<file path="src/rtl/serial_subtractor_if.sv">
// Host-side handshake and data bundle for serial_subtractor.
// The host drives the operands and start; the subtractor returns result and status.
interface serial_subtractor_if #(
    parameter int unsigned WIDTH = 8
);
    logic             start;
    logic [WIDTH-1:0] a;
    logic [WIDTH-1:0] b;
    logic             bin;
    logic [WIDTH-1:0] diff;
    logic             bout;
    logic             busy;
    logic             done;
    logic             ovf;

    modport master (
        output start, a, b, bin,
        input  diff, bout, busy, done, ovf
    );

    modport slave (
        input  start, a, b, bin,
        output diff, bout, busy, done, ovf
    );
endinterface

</file>
<file path="src/rtl/serial_subtractor.sv">
// Bit-serial subtractor: diff = a - b - bin (mod 2^WIDTH), LSB first, one bit per clock.
// A single full-subtractor cell feeds a registered borrow; the result word is
// assembled by shifting each difference bit in at the MSB.
// Optional signed-overflow flag is built only when SERSUB_OVF_EN is defined.
module serial_subtractor #(
    parameter int unsigned WIDTH = 8
) (
    input logic            clk,
    input logic            rst,
    serial_subtractor_if.slave bus
);
    localparam int unsigned CW = (WIDTH > 1) ? $clog2(WIDTH) : 1;
    localparam logic [CW-1:0] LAST = CW'(WIDTH - 1);

    localparam logic [1:0] S_IDLE = 2'd0;
    localparam logic [1:0] S_RUN  = 2'd1;
    localparam logic [1:0] S_DONE = 2'd2;

    logic [1:0]       state_q, state_d;
    logic [WIDTH-1:0] sa_q, sa_d;
    logic [WIDTH-1:0] sb_q, sb_d;
    logic             br_q, br_d;
    logic [CW-1:0]    cnt_q, cnt_d;
    logic [WIDTH-1:0] diff_q, diff_d;
    logic             bout_q, bout_d;
`ifdef SERSUB_OVF_EN
    logic             ovf_q, ovf_d;
`endif

    logic x_bit, y_bit, d_bit, br_next;

    // Full-subtractor cell on the current operand LSBs and stored borrow
    always_comb begin
        x_bit   = sa_q[0];
        y_bit   = sb_q[0];
        d_bit   = x_bit ^ y_bit ^ br_q;
        br_next = (~x_bit & y_bit) | (~x_bit & br_q) | (y_bit & br_q);
    end

    // Next-state, shift and result-capture logic
    always_comb begin
        state_d = state_q;
        sa_d    = sa_q;
        sb_d    = sb_q;
        br_d    = br_q;
        cnt_d   = cnt_q;
        diff_d  = diff_q;
        bout_d  = bout_q;
`ifdef SERSUB_OVF_EN
        ovf_d   = ovf_q;
`endif
        case (state_q)
            S_IDLE, S_DONE: begin
                if (bus.start) begin
                    sa_d    = bus.a;
                    sb_d    = bus.b;
                    br_d    = bus.bin;
                    cnt_d   = '0;
                    state_d = S_RUN;
                end else begin
                    state_d = S_IDLE;
                end
            end
            S_RUN: begin
                diff_d = {d_bit, diff_q[WIDTH-1:1]};
                sa_d   = sa_q >> 1;
                sb_d   = sb_q >> 1;
                br_d   = br_next;
                cnt_d  = cnt_q + 1'b1;
                if (cnt_q == LAST) begin
                    bout_d  = br_next;
`ifdef SERSUB_OVF_EN
                    ovf_d   = (x_bit != y_bit) & (d_bit != x_bit);
`endif
                    state_d = S_DONE;
                end
            end
            default: state_d = S_IDLE;
        endcase
    end

    // State and datapath registers, asynchronously cleared
    always_ff @(posedge clk or posedge rst) begin
        if (rst) begin
            state_q <= S_IDLE;
            sa_q    <= '0;
            sb_q    <= '0;
            br_q    <= 1'b0;
            cnt_q   <= '0;
            diff_q  <= '0;
            bout_q  <= 1'b0;
`ifdef SERSUB_OVF_EN
            ovf_q   <= 1'b0;
`endif
        end else begin
            state_q <= state_d;
            sa_q    <= sa_d;
            sb_q    <= sb_d;
            br_q    <= br_d;
            cnt_q   <= cnt_d;
            diff_q  <= diff_d;
            bout_q  <= bout_d;
`ifdef SERSUB_OVF_EN
            ovf_q   <= ovf_d;
`endif
        end
    end

    assign bus.diff = diff_q;
    assign bus.bout = bout_q;
    assign bus.busy = (state_q == S_RUN);
    assign bus.done = (state_q == S_DONE);
`ifdef SERSUB_OVF_EN
    assign bus.ovf  = ovf_q;
`else
    assign bus.ovf  = 1'b0;
`endif
endmodule

</file>
<file path="src/flat_wrapper.sv">
// flat-port wrapper written by rule: the top's interface ports become plain ports
module serial_subtractor_flat 
#(
    parameter int unsigned WIDTH = 8
)
  (clk, rst, bus_start, bus_a, bus_b, bus_bin, bus_diff, bus_bout, bus_busy, bus_done, bus_ovf);
  serial_subtractor_if #(.WIDTH(WIDTH)) bus_i ();
  input logic clk;
  input logic rst;
  input wire logic [$bits(bus_i.start)-1:0] bus_start;
  input wire logic [$bits(bus_i.a)-1:0] bus_a;
  input wire logic [$bits(bus_i.b)-1:0] bus_b;
  input wire logic [$bits(bus_i.bin)-1:0] bus_bin;
  output wire logic [$bits(bus_i.diff)-1:0] bus_diff;
  output wire logic [$bits(bus_i.bout)-1:0] bus_bout;
  output wire logic [$bits(bus_i.busy)-1:0] bus_busy;
  output wire logic [$bits(bus_i.done)-1:0] bus_done;
  output wire logic [$bits(bus_i.ovf)-1:0] bus_ovf;
  assign bus_i.start = bus_start;
  assign bus_i.a = bus_a;
  assign bus_i.b = bus_b;
  assign bus_i.bin = bus_bin;
  assign bus_diff = bus_i.diff;
  assign bus_bout = bus_i.bout;
  assign bus_busy = bus_i.busy;
  assign bus_done = bus_i.done;
  assign bus_ovf = bus_i.ovf;
  serial_subtractor #(.WIDTH(WIDTH)) u_core (.clk(clk), .rst(rst), .bus(bus_i));
endmodule
</file>
<file path="config.mk">
export PLATFORM = sky130hd
export DESIGN_NAME = serial_subtractor_flat
export DESIGN_NICKNAME = d
export VERILOG_FILES = /design/src/rtl/serial_subtractor_if.sv /design/src/rtl/serial_subtractor.sv /design/src/flat_wrapper.sv
export SDC_FILE = /design/constraint.sdc
export NUM_CORES = 1
export LEC_CHECK = 0
export CORE_ASPECT_RATIO = 0.7
export CORE_MARGIN = 1
export CORE_UTILIZATION = 44
export DETAILED_ROUTE_END_ITERATION = 8
export GPL_TIMING_DRIVEN = 0
export PLACE_DENSITY = 0.75
export SLEW_MARGIN = 20
export SYNTH_ARGS = -nofsm -noshare
export SYNTH_HDL_FRONTEND = slang
export SYNTH_SLANG_ARGS = --single-unit
</file>
<file path="constraint.sdc">
create_clock -name clk -period 1.35 [get_ports clk]
set_input_delay 0.2025 -clock clk [delete_from_list [all_inputs] [get_ports clk]]
set_output_delay 0.2025 -clock clk [all_outputs]
set_load 0.02 [all_outputs]
</file>
-- Yosys cells after proc, flatten, opt, wreduce, memory -nomap -nowiden
Cells that the tools add are included.
- output and inout port bits: 12
- logic and storage cells: 37
- input port bits: 20
- register bits: 31
- reduce and logical (&&, ||, !) cells: 5
- eq/ne operators: 5
- bitwise operators: 8
- $add $sub $neg: 1
- mux-type cells: 11
- operator list (kind ; number):
    one-hot mux 8 bit (2 select lines) ; 2
    2-to-1 mux 8 bit ; 2
    one-hot mux 3 bit (2 select lines) ; 1
    one-hot mux 2 bit (2 select lines) ; 1
    AND reduction 2 bit ; 2
    adder 3 x 1 -> 3 bit (second input constant) ; 1
    AND 1 bit ; 3
    equality test 3 bit (second input constant) ; 1
    2-to-1 mux 3 bit ; 1
    equality test 2 x 1 -> 1 bit (second input constant) ; 1
    equality test 2 bit (second input constant) ; 1
    zero test 2 bit ; 1
    2-to-1 mux 1 bit ; 2
    2-to-1 mux 2 bit ; 1
    inequality test 2 x 1 -> 1 bit (second input constant) ; 1
    inequality test 2 bit (second input constant) ; 1
    OR 1 bit ; 2
    one-hot mux 1 bit (2 select lines) ; 1
    nonzero test 2 bit ; 1
    OR reduction 2 bit ; 1
    bitwise XOR 1 bit ; 2
    inverter 1 bit ; 1

-- Logic depth before layout (Yosys ltp)
Gate-level depths: netlist of run 1.
- depth after elaboration: 5
- gate-level depth with buffers: 7
- gate-level depth less buffers: 4

-- Worst setup path before layout of run 1
OpenSTA, ideal clock, no wires.
- path kind: register to register
- from: register u_core.cnt_q[0]
- to: register u_core.cnt_q[2]
- stages on the path, launching flop included: 5
- data arrival time: 1249 ps
- setup slack: -20 ps
- period minus slack after synthesis: 1370 ps
- buffers on the path: 0
- data required time: 1229 ps
- library setup time: 121 ps
- cells stage by stage: dfrtp_1 > ha_1 > ha_1 > mux2_2 > a22o_1
- cells in the longest elaborated chain, start to end: 2
- RTL lines (what ; line ; RTL):
    start: declaration ; serial_subtractor.sv:23 ; logic [CW-1:0] cnt_q, cnt_d;
    start signal: assignment ; serial_subtractor.sv:100 ; cnt_q <= cnt_d;
    adder 3 x 1 -> 3 bit ; serial_subtractor.sv:69 ; cnt_d = cnt_q + 1'b1;
    one-hot mux 3 bit (2 select lines) ; serial_subtractor.sv:52 ; case (state_q)
Every way passes these cells.
A chain may end at the register's enable or synchronous reset.

-- Worst setup path after layout of run 1
- from: register u_core.state_q[0]
- to: output port bus_busy
- cells in the longest elaborated chain, start to end: 1
- RTL lines (what ; line ; RTL):
    start: declaration ; serial_subtractor.sv:19 ; logic [1:0] state_q, state_d;
    start signal: assignment ; serial_subtractor.sv:96 ; state_q <= state_d;
    equality test 2 x 1 -> 1 bit ; serial_subtractor.sv:111 ; assign bus.busy = (state_q == S_RUN);
    end: declaration ; flat_wrapper.sv:16 ; output wire logic [$bits(bus_i.busy)-1:0] bus_busy;
Every way passes these cells.

==> metrics.txt, run 1 <==
Slew @ Worst Pin=0.6448 ns; gpl congestion=0.8250; # clock sinks=31; Num CTS Buffers=5; GRT overflow=0; Crit. End Element=primary output; drt first pass iters=4; Max-Cap Viols=0; Hold Vio Cnt, Final=0; Vias=1150; minimum clock period=1.394 ns; Clock Power Share=19.0%; Worst path top cell family by delay=buffers and inverters; Critical Path RT=1.15 ns; Core Box Area=2883 sq um; 1st-iter DRT viols=42; Netlist cell types=28; Mapped Cells=135; fraction of layout cells with a size suffix above 1=28.57%; Fillers=214; Antenna Nets Post-Route=0; Mapped Area=1370 sq um; failing checks=setup timing; Port Buffers=30; max-slew violations=0; Final Cell Area=2019 sq um; placed cell areas=1722 sq um; I/O pins=32; Internal=3.142 mW; PnR worst setup slack=-0.04391 ns; Sw Share=37.13%; final setup vio count=2; die area=3344 sq um; Mapped Avg Cell Area=10.15 sq um; vias per cell=5.275; Root Buffer=clkbuf_8; CTS Buffer Depth=2; flops & latches, synth=31; largest net degree at the start of global routing=32; kind of critical path=reg2out; worst hold path class=in2async; GR Util All Layers=23.62%; cell repeated most along the worst path=buf_6; crit-path cells=buf_6, nand2b_4, clkinv_4, buf_6, buf_6; worst-path fanout max=3; first-pass GRT wire length=5568 um; Async S/R FF share, synth=100.0%; hold-fix buffers at CTS=0; post-synthesis sequential area ratio=56.62%; row cnt=16; H-tree Lvls=2; syn nets=158; combinational share of power=47.3%; WL per Instance=15.38 um; worst IR drop on VDD=1180 uV; placed cells=201; switching power=1.855 mW; CTS tree=yes; Leak=0.9243 nW; Synth Flop Type=dfrtp_1; CP max stage cell=dfrtp_1; PD cells=2474 nW/um^2; synth warn=0; Routed WL=3353 um; Max Fclk=717.4 MHz; initial antenna violation count=0; DP Wirelength=1972 um; commonest non-fill, non-tap cell in the layout=dfrtp_1; final period utilization=103.3%; clock slew at reported path FFs=0.06 ns; Post-Layout Cell Count=218; # diodes=0; Skew-Pair Late Insertion Delay=0.29 ns; RSZ-0062 raised after global routing=yes; Slew HR=56.95%; status=complete, but fails checks; NumNets Final=204; Die Ht=48.69 um; vias in the first global route=1238; Critical Path AT=1.19 ns; synth-to-layout area growth=47.40%; commonest non-fill, non-tap cells in the layout=dfrtp_1, nand2_1, clkdlybuf4s50_1, nor2_1, buf_4; Post-synth EDFFs=0; clk_skew=0.008568 ns; Crit path buffers/inverters=4; Reg power frac=33.7%; Initial Utilization=47.53%; Startpoint Class=flip-flop; Fin Hold WS=0.3198 ns; DRC viols=0; max incr delay on CP=0.40 ns; Die W=68.70 um
## sequential cells by signal (all words and copies together) (netlist names)
name             flops
u_core.bus.bout      1
u_core.br_q          1
u_core.bus.diff      8
u_core.cnt_q         3
u_core.sa_q          8
u_core.state_q       2
u_core.sb_q          8
## Yosys cell counts (2+ instances only)
library cell / number / area [sq um]
a22o_1: 4 / 35.03
o22ai_1: 14 / 87.58
buf_4: 2 / 15.01
nor3_1: 13 / 65.06
nor2_1: 15 / 56.30
mux2i_1: 2 / 20.02
ha_1: 2 / 25.02
nor2b_1: 2 / 12.51
a21oi_1: 2 / 10.01
dfrtp_1: 31 / 775.7
inv_1: 2 / 7.510
o21ai_1: 2 / 10.01
nand2_1: 22 / 82.58
buf_2: 6 / 30.03
mux2_2: 2 / 22.52
nand2b_1: 2 / 12.51
## final timing paths
kind	from	endpoint	slack [ns]	cells after the start
worst max-delay path	u_core.state_q[0]$_DFFE_PP0P_	bus_busy	-0.04	5
worst min-delay path	rst	u_core.bus.diff[6]$_DFFE_PP0P_	0.32	2
worst max register to register	u_core.state_q[0]$_DFFE_PP0P_	u_core.sa_q[4]$_DFFE_PP0P_	-0.02	7
worst min register to register	u_core.bus.diff[0]$_DFFE_PP0P_	u_core.bus.diff[0]$_DFFE_PP0P_	0.48	2
max in group asynchronous	rst	u_core.sb_q[3]$_DFFE_PP0P_	0.60	2
min in group clk	u_core.bus.diff[0]$_DFFE_PP0P_	u_core.bus.diff[0]$_DFFE_PP0P_	0.48	2
## worst register-to-register path: stages, from the launching register on
cell and delay (ns):
dfrtp_1 0.40, buf_6 0.13, nand2b_4 0.08, clkinv_4 0.06, buf_4 0.14, buf_4 0.17
nor3_1 0.22, nor2_1 0.06
## per-layer routing
layer	GRT usage [%]	share of wire, %
met5	0	0
met4	13.27	2.9
met3	7.311	6.5
met2	34.80	44
met1	30.53	46
## power groups by stage
stage | Clock, mW | Combinational [mW] | Sequential, mW
floorplan | 0 | 1.24 | 1.75
global placement | 0 | 1.90 | 1.63
detailed placement | 0 | 1.98 | 1.65
CTS | 0.958 | 2.33 | 1.67
global route | 1.02 | 2.61 | 1.74
finish | 0.948 | 2.36 | 1.69
## stage by stage
stage / total power, mW / util (%) / setup TNS, ns / worst slack [ns]
detailed placement: 3.630 / 59.72 / -5.076 / -0.5407
global route: 5.368 / 70.05 / -0.4384 / -0.07017
floorplan: 2.984 / - / 0 / 0.01038
CTS: 4.954 / 69.75 / -0.2604 / -0.1281
global placement: 3.528 / 59.72 / -11.29 / -0.5144
finish: 4.997 / 70.05 / -0.06493 / -0.04391
## final cells by class
type / count / area [sq um] / area share [%]
Clock buffer: 6 / 82.58 / 4.089
Multi-Input combinational cell: 91 / 619.3 / 30.67
Inverter: 3 / 16.27 / 0.8055
Sequential cell: 31 / 775.7 / 38.41
Timing Repair Buffer: 41 / 376.6 / 18.65
Clock inverter: 2 / 35.03 / 1.735
Buffer: 8 / 68.82 / 3.408
Tap cell: 36 / 45.04 / 2.230
## repair_timing
item,4_1_cts,5_1_grt
gates resized for setup,43,9
pin swaps,4,3
buffers inserted,10,1
endpoints found under the setup margin,23,26
## cell families (layout without fill, tap and decap cells)
logic type / Yosys count / count (layout) / share of synthesized area (%)
AOI/OAI and AO/OA: 24 / 24 / 11.32
xor gates and xnor gates: 1 / 1 / 0.6394
adders and majority gates: 3 / 3 / 3.287
buffers and inverters: 13 / 60 / 5.388
DFF: 31 / 31 / 56.62
muxes: 5 / 5 / 4.201
other: 1 / 1 / 0.2737
and+or+nand+nor: 57 / 57 / 18.26
No activity file was read; power rests on OpenSTA's default activity.
==> run 2: changes to the inputs <==
- CORE_UTILIZATION: 44 -> 25
- DONT_BUFFER_PORTS: unset -> 1
- PLACE_DENSITY: 0.75 -> unset
- REMOVE_ABC_BUFFERS: unset -> 1
==> metrics.txt, run 2 (synthesis gave the netlist of run 1 again) <==
RSZ-0062 raised after global routing=yes; kind of critical path=reg2reg; setup_tns=-0.01907 ns; status=complete, but fails checks; Max Fclk=730.4 MHz; Slew HR=56.01%; Root Buffer=clkbuf_8; Leak=0.7088 nW; Critical Path AT=1.54 ns; DRC viols=0; final period utilization=101.4%; Hold Vio Cnt, Final=0; DR WL met2=1347 um; commonest non-fill, non-tap cells in the layout=dfrtp_1, nand2_1, nor2_1, o22ai_1, nor3_1; # diodes=0; DRT met1 WL=1733 um; drt first pass iters=4; Core Box Area=5258 sq um; largest net degree at the start of global routing=32; final setup vio count=1; gpl congestion=0.7415; clock slew at reported path FFs=0.07 ns; worst-path fanout max=12; initial antenna violation count=0; PD cells=2642 nW/um^2; Port Buffers=0; Startpoint Class=flip-flop; Critical Path RT=1.52 ns; Post-Layout Cell Count=216; Initial Utilization=26.06%; H-tree Lvls=2; Vias=983; PnR worst setup slack=-0.01907 ns; WL per Instance=15.22 um; NumNets Final=166; DP Wirelength=1870 um; # clock sinks=31; GRT overflow=0; Num CTS Buffers=5; Max-Cap Viols=0; clk_skew=0.007122 ns; Crit. End Element=flip-flop; Skew-Pair Late Insertion Delay=0.28 ns; placed cell areas=1400 sq um; Die W=90.48 um; Routed WL=3287 um; vias in the first global route=920; Antenna Nets Post-Route=0; CTS tree=yes; first-pass GRT wire length=4974 um; die area=5785 sq um; metal3 WL=183 um; Total Power=4.317 mW; placed cells=197; failing checks=setup timing; 1st-iter DRT viols=17; Die Ht=63.94 um; top layer in use=met4; GR Util All Layers=11.57%; Slew @ Worst Pin=0.6589 ns; row cnt=22; I/O pins=32; CTS Buffer Depth=2; max-slew violations=0; commonest non-fill, non-tap cell in the layout=dfrtp_1; minimum clock period=1.369 ns; DP Worst Slack=-0.9600 ns; fraction of layout cells with a size suffix above 1=21.53%; worst IR drop on VDD=977.9 uV; synth-to-layout area growth=19.27%; Final Cell Area=1634 sq um; vias per cell=4.551; worst hold path class=in2reg
==> run 2: what timing repair did <==
item,4_1_cts,5_1_grt
setup endpoints to repair,29,12
pin swaps,2,2
gates resized for setup,10,3
hold buffers,1,0
gates cloned,1,1
buffers inserted,3,5
endpoints found under the hold margin,31,0
==> run 2: final cells by class <==
type / count / area (sq um)
repair buffers: 9 / 70.07
inverters: 3 / 23.77
multi-input cells: 92 / 563.0
clock buffers: 8 / 100.1
fillers: 562 / 3623
repair inverters: 1 / 8.758
well taps: 72 / 90.09
flip-flops and latches: 31 / 778.2
==> run 2: final timing paths <==
| path | from | endpoint | slack [ns] | depth (start not counted) |
|---|---|---|---|---|
| setup reg to reg | u_core.state_q[1]$_DFFE_PP0P_ | u_core.bus.bout$_DFFE_PP0P_ | -0.02 | 4 |
| min in group asynchronous | rst | u_core.bus.diff[5]$_DFFE_PP0P_ | 0.46 | 2 |
| hold reg to reg | u_core.sa_q[7]$_DFFE_PP0P_ | u_core.sa_q[7]$_DFFE_PP0P_ | 0.51 | 1 |
| max in group asynchronous | rst | u_core.state_q[0]$_DFFE_PP0P_ | 0.41 | 2 |
| hold / removal | bus_a[7] | u_core.sa_q[7]$_DFFE_PP0P_ | 0.06 | 1 |
| setup / recovery | u_core.state_q[1]$_DFFE_PP0P_ | u_core.bus.bout$_DFFE_PP0P_ | -0.02 | 4 |
==> run 2: metal layers <==
metal | track usage [%] | up-vias
li1 | - | 477
met1 | 17.13 | 470
met2 | 14.39 | 31
met3 | 5.238 | 5
met4 | 3.629 | 0
met5 | 0 | -
==> run 2: report_power, final <==
part	internal, mW	switching [mW]
clock network	0.465	0.355
registers	1.37	0.478
logic	0.757	0.892
==> run 2: per-stage QoR <==
| step | hold WS (ns) | util [%] |
|---|---|---|
| 2_1_floorplan | 0.3060 | - |
| 3_3_place_gp | 0.3469 | 26.63 |
| 3_5_place_dp | 0.2249 | 26.63 |
| 4_1_cts | 0.05681 | 29.82 |
| 5_1_grt | 0.05142 | 31.08 |
| 6_report | 0.06373 | 31.08 |
==> run 2: worst max-delay path, stage by stage (launching register included) <==
cell	delay (ns)
dfrtp_2	0.45
nand2b_4	0.23
inv_12	0.13
and2_4	0.16
mux2_4	0.29
